===== config.mk =====
export PLATFORM = sky130hd
export DESIGN_NAME = wb_burst_master_flat
export DESIGN_NICKNAME = d
export VERILOG_FILES = /design/src/rtl/wb_burst_master_if.sv /design/src/rtl/wb_burst_master.sv /design/src/flat_wrapper.sv
export SDC_FILE = /design/constraint.sdc
export NUM_CORES = 1
export LEC_CHECK = 0
export BUFFER_PORTS_ARGS = -buffer_cell sky130_fd_sc_hd__buf_2
export CORE_UTILIZATION = 60
export CTS_BUF_LIST = sky130_fd_sc_hd__clkbuf_8
export CTS_CLUSTER_DIAMETER = 200
export DETAILED_ROUTE_END_ITERATION = 12
export PLACE_DENSITY = 0.88
export SLEW_MARGIN = 15
export SYNTH_ARGS = -nofsm -noshare
export SYNTH_HDL_FRONTEND = slang
export SYNTH_SLANG_ARGS = --single-unit

===== constraint.sdc =====
create_clock -name wb_clk_i -period 8.9 [get_ports wb_clk_i]
set_clock_uncertainty 0.1 [all_clocks]
set_input_delay 1.78 -clock wb_clk_i [delete_from_list [all_inputs] [get_ports wb_clk_i]]
set_output_delay 1.78 -clock wb_clk_i [all_outputs]
set_load 0.1 [all_outputs]

===== src/rtl/wb_burst_master_if.sv =====
// wb_burst_master_if: Wishbone B3 bus bundle between the burst master and its slave
interface wb_burst_master_if #(
    parameter int dw = 32,
    parameter int aw = 32
);
    logic [aw-1:0]   wb_adr_o;
    logic [dw-1:0]   wb_dat_o;
    logic [dw/8-1:0] wb_sel_o;
    logic            wb_we_o;
    logic [2:0]      wb_cti_o;
    logic [1:0]      wb_bte_o;
    logic            wb_cyc_o;
    logic            wb_stb_o;
    logic [dw-1:0]   wb_dat_i;
    logic            wb_ack_i;
    logic            wb_err_i;
    logic            wb_rty_i;
    modport master (
        output wb_adr_o, wb_dat_o, wb_sel_o, wb_we_o, wb_cti_o, wb_bte_o, wb_cyc_o, wb_stb_o,
        input  wb_dat_i, wb_ack_i, wb_err_i, wb_rty_i
    );
    modport slave (
        input  wb_adr_o, wb_dat_o, wb_sel_o, wb_we_o, wb_cti_o, wb_bte_o, wb_cyc_o, wb_stb_o,
        output wb_dat_i, wb_ack_i, wb_err_i, wb_rty_i
    );
endinterface


===== src/rtl/wb_burst_master.sv =====
// wb_burst_master: Wishbone B3 traffic master issuing single/incrementing bursts with a seed+k data pattern
module wb_burst_master #(
    parameter int dw = 32,
    parameter int aw = 32
) (
    input  logic            wb_clk_i,
    input  logic            wb_rst_i,
    input  logic            cmd_valid_i,
    output logic            cmd_ready_o,
    input  logic            cmd_we_i,
    input  logic [aw-1:0]   cmd_adr_i,
    input  logic [7:0]      cmd_len_i,
    input  logic [dw-1:0]   cmd_seed_i,
    output logic            done_o,
    output logic            err_o,
    output logic [15:0]     mismatch_cnt_o,
    wb_burst_master_if.master wb
);
    typedef enum logic [1:0] {IDLE, BUS, RETRY, DONE} state_t;

    state_t        state;
    logic [7:0]    k;
    logic [7:0]    len;
    logic [dw-1:0] seed;

    function automatic logic [2:0] cti_f(input logic [7:0] kk, input logic [7:0] ll);
        return ll == 8'd0 ? 3'b000 : kk == ll ? 3'b111 : 3'b010;
    endfunction

    // Command sequencer: accepts a command, walks the beats, handles err/ack/rty in that priority
    always_ff @(posedge wb_clk_i or posedge wb_rst_i) begin
        if (wb_rst_i) begin
            state          <= IDLE;
            k              <= '0;
            len            <= '0;
            seed           <= '0;
            cmd_ready_o    <= 1'b1;
            done_o         <= 1'b0;
            err_o          <= 1'b0;
            mismatch_cnt_o <= '0;
            wb.wb_adr_o    <= '0;
            wb.wb_dat_o    <= '0;
            wb.wb_sel_o    <= '0;
            wb.wb_we_o     <= 1'b0;
            wb.wb_cti_o    <= '0;
            wb.wb_bte_o    <= '0;
            wb.wb_cyc_o    <= 1'b0;
            wb.wb_stb_o    <= 1'b0;
        end else begin
            case (state)
                IDLE: if (cmd_valid_i && cmd_ready_o) begin
                    state          <= BUS;
                    k              <= '0;
                    len            <= cmd_len_i;
                    seed           <= cmd_seed_i;
                    cmd_ready_o    <= 1'b0;
                    err_o          <= 1'b0;
                    mismatch_cnt_o <= '0;
                    wb.wb_adr_o    <= cmd_adr_i & ~aw'(dw/8 - 1);
                    wb.wb_dat_o    <= cmd_we_i ? cmd_seed_i : '0;
                    wb.wb_sel_o    <= '1;
                    wb.wb_we_o     <= cmd_we_i;
                    wb.wb_cti_o    <= cti_f(8'd0, cmd_len_i);
                    wb.wb_cyc_o    <= 1'b1;
                    wb.wb_stb_o    <= 1'b1;
                end
                BUS: if (wb.wb_err_i) begin
                    state       <= DONE;
                    err_o       <= 1'b1;
                    done_o      <= 1'b1;
                    wb.wb_cyc_o <= 1'b0;
                    wb.wb_stb_o <= 1'b0;
                    wb.wb_cti_o <= '0;
                end else if (wb.wb_ack_i) begin
                    if (!wb.wb_we_o && wb.wb_dat_i != seed + dw'(k))
                        mismatch_cnt_o <= mismatch_cnt_o + 16'(mismatch_cnt_o != 16'hFFFF);
                    if (k == len) begin
                        state       <= DONE;
                        done_o      <= 1'b1;
                        wb.wb_cyc_o <= 1'b0;
                        wb.wb_stb_o <= 1'b0;
                        wb.wb_cti_o <= '0;
                    end else begin
                        k           <= k + 8'd1;
                        wb.wb_adr_o <= wb.wb_adr_o + aw'(dw/8);
                        wb.wb_dat_o <= wb.wb_we_o ? wb.wb_dat_o + dw'(1) : '0;
                        wb.wb_cti_o <= cti_f(k + 8'd1, len);
                    end
                end else if (wb.wb_rty_i) begin
                    state       <= RETRY;
                    wb.wb_cyc_o <= 1'b0;
                    wb.wb_stb_o <= 1'b0;
                end
                RETRY: begin
                    state       <= BUS;
                    wb.wb_cyc_o <= 1'b1;
                    wb.wb_stb_o <= 1'b1;
                end
                DONE: begin
                    state       <= IDLE;
                    done_o      <= 1'b0;
                    cmd_ready_o <= 1'b1;
                end
                default: state <= IDLE;
            endcase
        end
    end
endmodule


===== src/flat_wrapper.sv =====
// flat-port wrapper written by rule: the top's interface ports become plain ports
module wb_burst_master_flat 
#(
    parameter int dw = 32,
    parameter int aw = 32
)
  (wb_clk_i, wb_rst_i, cmd_valid_i, cmd_ready_o, cmd_we_i, cmd_adr_i, cmd_len_i, cmd_seed_i, done_o, err_o, mismatch_cnt_o, wb_wb_adr_o, wb_wb_dat_o, wb_wb_sel_o, wb_wb_we_o, wb_wb_cti_o, wb_wb_bte_o, wb_wb_cyc_o, wb_wb_stb_o, wb_wb_dat_i, wb_wb_ack_i, wb_wb_err_i, wb_wb_rty_i);
  wb_burst_master_if #(.dw(dw), .aw(aw)) wb_i ();
  input  logic wb_clk_i;
  input  logic wb_rst_i;
  input  logic cmd_valid_i;
  output logic cmd_ready_o;
  input  logic cmd_we_i;
  input  logic [aw-1:0] cmd_adr_i;
  input  logic [7:0] cmd_len_i;
  input  logic [dw-1:0] cmd_seed_i;
  output logic done_o;
  output logic err_o;
  output logic [15:0] mismatch_cnt_o;
  output wire logic [$bits(wb_i.wb_adr_o)-1:0] wb_wb_adr_o;
  output wire logic [$bits(wb_i.wb_dat_o)-1:0] wb_wb_dat_o;
  output wire logic [$bits(wb_i.wb_sel_o)-1:0] wb_wb_sel_o;
  output wire logic [$bits(wb_i.wb_we_o)-1:0] wb_wb_we_o;
  output wire logic [$bits(wb_i.wb_cti_o)-1:0] wb_wb_cti_o;
  output wire logic [$bits(wb_i.wb_bte_o)-1:0] wb_wb_bte_o;
  output wire logic [$bits(wb_i.wb_cyc_o)-1:0] wb_wb_cyc_o;
  output wire logic [$bits(wb_i.wb_stb_o)-1:0] wb_wb_stb_o;
  input wire logic [$bits(wb_i.wb_dat_i)-1:0] wb_wb_dat_i;
  input wire logic [$bits(wb_i.wb_ack_i)-1:0] wb_wb_ack_i;
  input wire logic [$bits(wb_i.wb_err_i)-1:0] wb_wb_err_i;
  input wire logic [$bits(wb_i.wb_rty_i)-1:0] wb_wb_rty_i;
  assign wb_wb_adr_o = wb_i.wb_adr_o;
  assign wb_wb_dat_o = wb_i.wb_dat_o;
  assign wb_wb_sel_o = wb_i.wb_sel_o;
  assign wb_wb_we_o = wb_i.wb_we_o;
  assign wb_wb_cti_o = wb_i.wb_cti_o;
  assign wb_wb_bte_o = wb_i.wb_bte_o;
  assign wb_wb_cyc_o = wb_i.wb_cyc_o;
  assign wb_wb_stb_o = wb_i.wb_stb_o;
  assign wb_i.wb_dat_i = wb_wb_dat_i;
  assign wb_i.wb_ack_i = wb_wb_ack_i;
  assign wb_i.wb_err_i = wb_wb_err_i;
  assign wb_i.wb_rty_i = wb_wb_rty_i;
  wb_burst_master #(.dw(dw), .aw(aw)) u_core (.wb_clk_i(wb_clk_i), .wb_rst_i(wb_rst_i), .cmd_valid_i(cmd_valid_i), .cmd_ready_o(cmd_ready_o), .cmd_we_i(cmd_we_i), .cmd_adr_i(cmd_adr_i), .cmd_len_i(cmd_len_i), .cmd_seed_i(cmd_seed_i), .done_o(done_o), .err_o(err_o), .mismatch_cnt_o(mismatch_cnt_o), .wb(wb_i));
endmodule

==> impl_results.md <==
* DR WL/cell at 16.81 um
* Ys async rst share at 1.000
* Hold buffers post-CTS at 0
* Worst hold path type: reg -> reg
* Final slew viol count at 0
* Power consumption at 0.003993 W
* Top post-synthesis cells by area: dfrtp_1 (39%), nand2_1 (8.4%), o21ai_0 (5.7%)
* Root Buffer: clkbuf_8
* RSZ-0062 raised after global routing: false
* Least-Margin Pin Slew at 0.7708 ns
* Post-CTS setup repair buffer count at 0
* Total negative slack at 0 ns
* Clock sinks at 136
* Buffers added on ports at 199
* Die X at 121.9 um
* DRC at 0
* Most common cell after layout, fill and taps aside: buf_2
* Core Area at 13930 um2
* Initial antenna violation count at 1
* Number of synthesized flops with an enable pin at 0
* GP Congestion at 0.9289
* First-pass GRT wire length at 38730 um
* Max Cap Viol at 0
* DP Area at 9623 um2
* DRT Pass-1 Iters at 6
* Yosys reg bits at 136
* Avg Inst Size Synth at 7.977 um2
* Netlist cell types at 73
* Predominant post-synthesis flop cell: dfrtp_1
* Critical path type: in -> reg
* # H-tree levels at 4
* Grt ovf at 0
* Initial core utilization at 0.6194
* Finished Cell Area at 10050 um2
* Via-to-Cell Ratio at 6.159
* DP Worst Slack at 4.590 ns
* Die span in y at 121.9 um
* WL final at 24170 um
* Io pins at 206
* DR vias at 8857
* Fin util at 0.7210
* Largest net degree at the start of global routing at 77
* Worst EP required at 9.11 ns
* Type of origin of the critical path: primary input
* ANT nets after route at 0
* Dpl hpwl at 17390 um
* WP data arrival at 4.09 ns
* CTS tree: yes
* Die ar. at 14870 um2
* Initial DRC count at 797
* Top cell type's share of synthesized area at 0.3914
* Synth warn at 2
* Vias in the first global route at 7961
* Yosys top cell by area: dfrtp_1
* Commonest cells after routing, fill and taps aside: buf_2 (199), nand2_1 (193), dfrtp_1 (135)
* Pwr dens at 397.4 nW/um2
* Min cycle time layout at 3.885 ns
* Mapped Cells at 1082
* Crit share post-route at 0.4365
* Final hold violation count at 0
* P&R area growth vs syn at 16.41%
* Clock Latency Late Sink at 0.46 ns
* Num CTS Buffers at 17
* Clock Pin Slew Worst Setup and Hold Paths at 0.07 ns
* Status: complete, no violations
* Worst-case clock buffer depth at 2
* Final Setup Violations at 0
* Setup WS post-layout at 5.015 ns
* Total Nets Final at 1369
* Post-CTS Resized at 0
* Max frequency at 257.4 MHz
* Sequential element share of the synthesized area at 0.3945
* Crit. End Element: flop
* Layout cell share with drive strength beyond 1 at 0.2164
* Rel. slew slack at 0.4861
* Leak at 4.621 nW
* VDD IR max at 0.3580 mV
* Syn Std Cell Area at 8631 um2
* Total track usage at 0.3332
* Crit Path Max Fanout at 30
* # rows at 43
## stage by stage
stage / hold slack, ns / cells
after floorplan: 0.3523 / 1085
after global placement: 0.3705 / 1405
after detailed placement: 0.3698 / 1405
after CTS: 0.3899 / 1437
after global routing: 0.4169 / 1438
final: 0.3883 / 1438
## flip-flops by register name, indices dropped and copies added (netlist names)
register / count
u_core.seed: 32
u_core.cmd_ready_o: 1
u_core.err_o: 1
u_core.wb.wb_adr_o: 30
u_core.wb.wb_cyc_o: 1
u_core.done_o: 1
u_core.wb.wb_we_o: 1
u_core.mismatch_cnt_o: 16
u_core.k: 8
u_core.wb.wb_cti_o: 2
u_core.wb.wb_sel_o: 1
u_core.wb.wb_dat_o: 32
u_core.state: 2
u_core.len: 8
## layer usage
layer  track usage  wire [um]  up-vias
met4        0.1397        738        0
li1              -          -     4176
met3       0.06976       2136       58
met2        0.5085      11100      430
met1        0.4607      10200     4193
met5             0          0        -
## cell type report
cell class                 count  area [um2]
antenna                        1       2.502
clock buffer                  24       330.3
clock inverter                 8       91.34
fill                        1111        3887
inverter                      18       72.57
multi-input combinational    863        4857
sequential                   136        3405
tap                          180       225.2
timing repair buffer         208        1064
## cell usage after synthesis (7+ instances only)
master,n
and3_1,29
dfrtp_1,135
or3_1,11
nand3_1,48
ha_1,13
o21ai_0,98
nand4_1,29
clkbuf_1,50
and2_1,8
a21oi_2,13
xnor2_1,36
a32oi_1,7
nand2b_1,7
o22ai_1,17
xor2_1,26
nand2_1,193
a31oi_1,14
buf_4,9
inv_1,18
a22oi_1,7
nor4_1,17
a21oi_1,92
nor3_1,28
o21ai_1,17
nor2_1,76
## critical path, cell delays in order
cell       delay, ns
buf_2           0.10
xor2_1          0.28
and4_1          0.25
or4b_1          0.43
o21ai_1         0.09
o32ai_1         0.12
a2111oi_2       0.33
and3_4          0.44
or3_2           0.19
a21oi_2         0.05
## where the power goes
group / internal [W] / leakage, nW / switching, W
Combinational: 0.000517 / 2.68 / 0.00179
Clock: 0.000299 / 0.222 / 0.000235
Sequential: 0.000845 / 1.72 / 0.000308
Total: 0.00166 / 4.62 / 0.00233
## final timing paths
| path | slack, ns | startpoint | to | cells past startpoint |
|---|---|---|---|---|
| min in group asynchronous | 1.34 | wb_rst_i | u_core.wb.wb_sel_o[0]$_DFFE_PP0P_ | 2 |
| setup / recovery | 5.02 | wb_wb_dat_i[15] | u_core.mismatch_cnt_o[10]$_DFFE_PP0P_ | 10 |
| hold / removal | 0.39 | u_core.seed[4]$_DFFE_PP0P_ | u_core.seed[4]$_DFFE_PP0P_ | 2 |
| setup reg to reg | 5.13 | u_core.k[0]$_DFFE_PP0P_ | u_core.mismatch_cnt_o[10]$_DFFE_PP0P_ | 11 |
| max in group asynchronous | 6.13 | wb_rst_i | u_core.seed[2]$_DFFE_PP0P_ | 3 |
| hold reg to reg | 0.39 | u_core.seed[4]$_DFFE_PP0P_ | u_core.seed[4]$_DFFE_PP0P_ | 2 |
## kinds of logic (layout without fill, tap and decap cells)
group | Yosys count | in the layout | synth area share
buffers and inverters | 86 | 258 | 0.04697
AND/OR/NAND/NOR | 473 | 473 | 0.2605
adder cells (fa/ha/maj) | 14 | 14 | 0.02117
XOR/XNOR | 62 | 62 | 0.06292
other | 1 | 5 | 0.0004345
flip-flops | 136 | 136 | 0.3945
multiplexers | 5 | 5 | 0.005944
AO/OA/AOI/OAI | 305 | 305 | 0.2076
No activity file was read; power rests on OpenSTA's default activity.
